[src/rtl/rect_fill_controller.sv]
// Pixel sequencer for the VGA adapter plot port: accepts rectangle-fill / clear
// commands and streams one clipped pixel write per cycle in raster order.
module rect_fill_controller #(
  parameter int SCREEN_W = 160,
  parameter int SCREEN_H = 120
) (
  input  logic       CLOCK_50,
  input  logic       reset,
  input  logic       cmd_valid,
  output logic       cmd_ready,
  input  logic       cmd_clear,
  input  logic [7:0] cmd_x,
  input  logic [6:0] cmd_y,
  input  logic [7:0] cmd_w,
  input  logic [6:0] cmd_h,
  input  logic [2:0] cmd_colour,
  output logic [7:0] x,
  output logic [6:0] y,
  output logic [2:0] colour,
  output logic       plot,
  output logic       busy,
  output logic       done
);

  typedef enum logic [1:0] {IDLE, SETUP, DRAW, DONE} state_t;

  localparam logic [8:0] X_LIM = 9'(SCREEN_W);
  localparam logic [8:0] Y_LIM = 9'(SCREEN_H);
  localparam logic [8:0] X_MAX = 9'(SCREEN_W - 1);
  localparam logic [8:0] Y_MAX = 9'(SCREEN_H - 1);

  state_t state, state_next;

  logic       c_clear;
  logic [7:0] c_x, c_w;
  logic [6:0] c_y, c_h;
  logic [2:0] c_colour;
  logic [7:0] x0, x1;
  logic [6:0] y0, y1;

  logic [8:0] x_end_raw, y_end_raw;
  logic [7:0] sx0, sx1;
  logic [6:0] sy0, sy1;
  logic       empty, last_col, last_px;

  // Extent arithmetic is 9 bits wide so x+w-1 and y+h-1 never wrap before clipping.
  always_comb begin
    x_end_raw = {1'b0, c_x} + {1'b0, c_w} - 9'd1;
    y_end_raw = {2'b00, c_y} + {2'b00, c_h} - 9'd1;
    empty = !c_clear && (c_w == 8'd0 || c_h == 7'd0 ||
                         {1'b0, c_x} >= X_LIM || {2'b00, c_y} >= Y_LIM);
    sx0 = c_clear ? 8'd0 : c_x;
    sy0 = c_clear ? 7'd0 : c_y;
    if (c_clear || x_end_raw > X_MAX) sx1 = X_MAX[7:0];
    else                              sx1 = x_end_raw[7:0];
    if (c_clear || y_end_raw > Y_MAX) sy1 = Y_MAX[6:0];
    else                              sy1 = y_end_raw[6:0];
    last_col = (x == x1);
    last_px  = last_col && (y == y1);
  end

  always_ff @(posedge CLOCK_50 or posedge reset) begin
    if (reset) state <= IDLE;
    else       state <= state_next;
  end

  always_comb begin
    state_next = state;
    cmd_ready  = 1'b0;
    plot       = 1'b0;
    done       = 1'b0;
    busy       = 1'b1;
    case (state)
      IDLE: begin
        cmd_ready = 1'b1;
        busy      = 1'b0;
        if (cmd_valid) state_next = SETUP;
      end
      SETUP: state_next = empty ? DONE : DRAW;
      DRAW: begin
        plot = 1'b1;
        if (last_px) state_next = DONE;
      end
      DONE: begin
        done       = 1'b1;
        state_next = IDLE;
      end
      default: state_next = IDLE;
    endcase
  end

  always_ff @(posedge CLOCK_50 or posedge reset) begin
    if (reset) begin
      c_clear  <= 1'b0;
      c_x      <= '0;
      c_y      <= '0;
      c_w      <= '0;
      c_h      <= '0;
      c_colour <= '0;
      x0       <= '0;
      y0       <= '0;
      x1       <= '0;
      y1       <= '0;
      x        <= '0;
      y        <= '0;
      colour   <= '0;
    end else begin
      case (state)
        IDLE: begin
          if (cmd_valid) begin
            c_clear  <= cmd_clear;
            c_x      <= cmd_x;
            c_y      <= cmd_y;
            c_w      <= cmd_w;
            c_h      <= cmd_h;
            c_colour <= cmd_colour;
          end
        end
        SETUP: begin
          // Outputs are only reloaded for a non-empty command so they hold otherwise.
          if (!empty) begin
            x0     <= sx0;
            y0     <= sy0;
            x1     <= sx1;
            y1     <= sy1;
            x      <= sx0;
            y      <= sy0;
            colour <= c_colour;
          end
        end
        DRAW: begin
          if (!last_col) begin
            x <= x + 8'd1;
          end else if (!last_px) begin
            x <= x0;
            y <= y + 7'd1;
          end
        end
        default: ;
      endcase
    end
  end

endmodule

[config.mk]
export PLATFORM = sky130hd
export DESIGN_NAME = rect_fill_controller
export DESIGN_NICKNAME = d
export VERILOG_FILES = /design/src/rtl/rect_fill_controller.sv
export SDC_FILE = /design/constraint.sdc
export NUM_CORES = 1
export LEC_CHECK = 0
export CAP_MARGIN = 20
export CORE_MARGIN = 5
export CORE_UTILIZATION = 50
export CTS_CLUSTER_DIAMETER = 80
export DETAILED_ROUTE_END_ITERATION = 8
export GPL_ROUTABILITY_DRIVEN = 0
export PLACE_DENSITY = 0.73
export SETUP_SLACK_MARGIN = 0.02
export SLEW_MARGIN = 20
export SYNTH_ARGS = -nofsm -noshare
export SYNTH_HDL_FRONTEND = slang
export SYNTH_SLANG_ARGS = --single-unit
[constraint.sdc]
create_clock -name CLOCK_50 -period 3.11 [get_ports CLOCK_50]
set_input_delay 0.4665 -clock CLOCK_50 [delete_from_list [all_inputs] [get_ports CLOCK_50]]
set_output_delay 0.4665 -clock CLOCK_50 [all_outputs]
set_load 0.02 [all_outputs]
==> impl_results.md <==
- Total GRT Usage: 18.8%
- Drt total wl: 10,100 um
- Avg Cell Area, Syn: 10.2 sq um
- DR DRC count: 0
- Reg clk slew, reported paths: 80 ps
- Multi-input gate area: 2410 sq um
- Tightest Pin Transition: 1040 ps
- Mapped Area: 4710 sq um
- Status: finished, final reports clean
- Max cap viols: 0
- Clk root buf: clkbuf_8
- Crit path cell chain: inv_1 -> ha_1 -> inv_1 -> ha_1 -> fa_1 -> a211oi_1 -> nor2_1 -> o21ai_0 -> a21oi_1 -> or3_1 -> o32a_1
- RSZ-0062 raised after global routing: no
- Total CTS buffers: 9
- Clk network pwr share: 12.7%
- Layout Nets: 594
- Seq pwr share: 25.7%
- Worst path slowest cell: or3_1
- Post-CTS Setup Inserts: 0
- CP Launch Type: register
- Final antenna-violating net count: 0
- Tmin final: 2870 ps
- Starting Density: 51.2%
- CTS H-tree lvls: 3
- Top cells by count, synth: dfrtp_1 (77), inv_1 (70), mux2_2 (38)
- Crit-path max FO: 7
- Max incr delay on CP: 460 ps
- Async S/R FF share, synth: 100%
- Die X: 107 um
- Initial antenna violation count: 0
- Crit path required time: 3340 ps
- Setup Crit Path Kind: register to register
- Synth-to-layout area growth: 19.1%
- Top-area cell type share of the netlist area: 40.9%
- Total power: 7.34 mW
- Switching portion of total power: 44.1%
- Final hold vios: 0
- Final Non-Filler Cells: 637
- Ys flop type: dfrtp_1
- Total number of vias: 3,524
- Comb power frac: 61.6%
- Reg area: 1930 sq um
- Placed Cells: 621
- Ant diodes: 0
- IO Count: 59
- Most frequent cell after synthesis: dfrtp_1
- Hold Crit Class: register to register
- Final setup viols: 0
- Fillers: 747
- Number of distinct library cells after synthesis: 57
- Vias/cell: 5.53
- Vias in the first global route: 3,521
- Dpl hpwl: 7590 um
- Top post-synthesis cells by area: dfrtp_1 (41%), mux2_2 (9.1%), ha_1 (9.0%)
- CTS tree: built
- PwrDens: 1310 nW/um^2
- Largest net degree at the start of global routing: 48
- Area of the core: 9200 sq um
- Pins Over Slew Limit: 0
- Syn Inst Count: 463
- Post-synth EDFFs: 0
- Slew margin rel.: 31.0%
- Final Cycle Share: 92.3%
- Number of synthesized register bits: 77
- DR pass1 iterations: 4
- Area leader, netlist: dfrtp_1
- Clock Path Buffers: 2
- Crit end category: register
- Leak: 2.47 nW
- Initial detailed-routing violation count: 178
- WP data arrival: 3100 ps
- Num rows: 35
- Worst skew pair latency: 350 ps
- Syn_nets: 536
- Switching power: 3.23 mW
- Port Buffer Count: 58
- Clk sinks: 77
- F_max: 349 MHz
- VDD IR max: 506 uV
- Sequential fraction of the synthesis area: 40.9%
- Yosys Warn Count: 0
- DIE HEIGHT: 107 um
- Int Pwr: 4.10 mW
- CTS Hold Bufs: 0
- Drt wl/cell: 15.9 um
- Worst Skew: 7.14 ps
- Grt total ovfl: 0
- Share of cells above drive strength 1: 14.8%
- First-pass GRT wire length: 17,300 um
- Post-route setup TNS: 0 ps
- Die area: 11,500 sq um
- Resize count post-CTS: 0
[routing by layer]
metal	vias to the layer above	share of wire [%]	track usage, %	wire length [um]
met5	-	0	0	0
met4	0	1.3	6.21	128
met1	1699	48	26.4	4800
met3	9	6.0	3.85	603
li1	1729	-	-	-
met2	87	45	29.1	4570
[registers in the layout (all words and copies together) (netlist names), 7 cells and up]
name,cells
c_x,8
x0,8
c_y,7
c_w,8
x,8
y1,7
c_h,7
x1,8
y,7
[worst max-delay path, delay by kind of cell, from the launching register on]
kind	cells	cell delay (ps)
buf+inv	2	100
fa+ha+maj	3	920
simple gates	2	560
flops	1	350
compound gates	4	820
[final timing paths]
kind	slack, ps	cells after the start	endpoint	startpoint
min reg2reg	470	2	colour[0]$_DFFE_PP0P_	c_colour[0]$_DFFE_PP0P_
max in group asynchronous	2130	3	c_w[6]$_DFFE_PP0P_	reset
min	470	2	colour[0]$_DFFE_PP0P_	c_colour[0]$_DFFE_PP0P_
max	240	11	y1[1]$_DFFE_PP0P_	c_y[1]$_DFFE_PP0P_
min in group asynchronous	510	3	c_h[6]$_DFFE_PP0P_	reset
max reg2reg	240	11	y1[1]$_DFFE_PP0P_	c_y[1]$_DFFE_PP0P_
[power groups by stage]
| stage | clock network, mW | logic (mW) | registers, mW |
|---|---|---|---|
| after floorplan | 0 | 3.41 | 1.90 |
| after global placement | 0 | 4.36 | 1.88 |
| after detailed placement | 0 | 4.49 | 1.90 |
| after CTS | 0.945 | 4.54 | 1.89 |
| after global routing | 0.984 | 5.08 | 1.95 |
| final | 0.929 | 4.52 | 1.89 |
[area by class of cell]
cell class	instances	area share (%)
inverter	70	4.69
multi-input combinational	299	42.9
clock buffer	9	2.21
clock inverter	7	2.19
sequential	77	34.4
timing repair buffer	64	11.2
tap	111	2.48
[placed cells by master (no fill, tap or decap), types with 3 or more instances in the layout]
cell type,count
nand3_1,7
inv_1,69
a21o_1,3
o32a_1,3
o21ai_0,11
a22o_1,3
o31ai_1,15
or3_1,4
nand4_1,6
xnor2_1,21
nor3_1,13
nand2_1,26
o21a_1,3
bufinv_16,3
a211oi_1,3
xor2_1,7
ha_1,34
a21oi_1,27
a32o_1,4
dfrtp_1,77
clkdlybuf4s50_1,58
nor2_1,21
o22a_1,8
mux2_2,38
buf_4,6
clkbuf_8,9
[per-stage QoR]
step / worst slack, ps / hold slack, ps / instance area, sq um / util (%)
6_report: 241 / 465 / 5610 / 61.0
3_5_place_dp: 281 / 461 / 5360 / 58.3
5_1_grt: 99.3 / 499 / 5610 / 61.0
2_1_floorplan: 423 / 433 / 4710 / -
4_1_cts: 250 / 472 / 5610 / 61.0
3_3_place_gp: 354 / 443 / 5360 / 58.3
[cell families (layout without fill, tap and decap cells)]
family,after synthesis,after routing,synth area share [%]
and+or+nand+nor,99,99,11.4
buffers and inverters,87,150,7.97
adders and majority gates,36,36,9.88
AOI/OAI and AO/OA,93,93,14.0
xor gates and xnor gates,30,30,5.90
DFF,77,77,40.9
muxes,41,41,9.94
No activity file was read; power rests on OpenSTA's default activity.
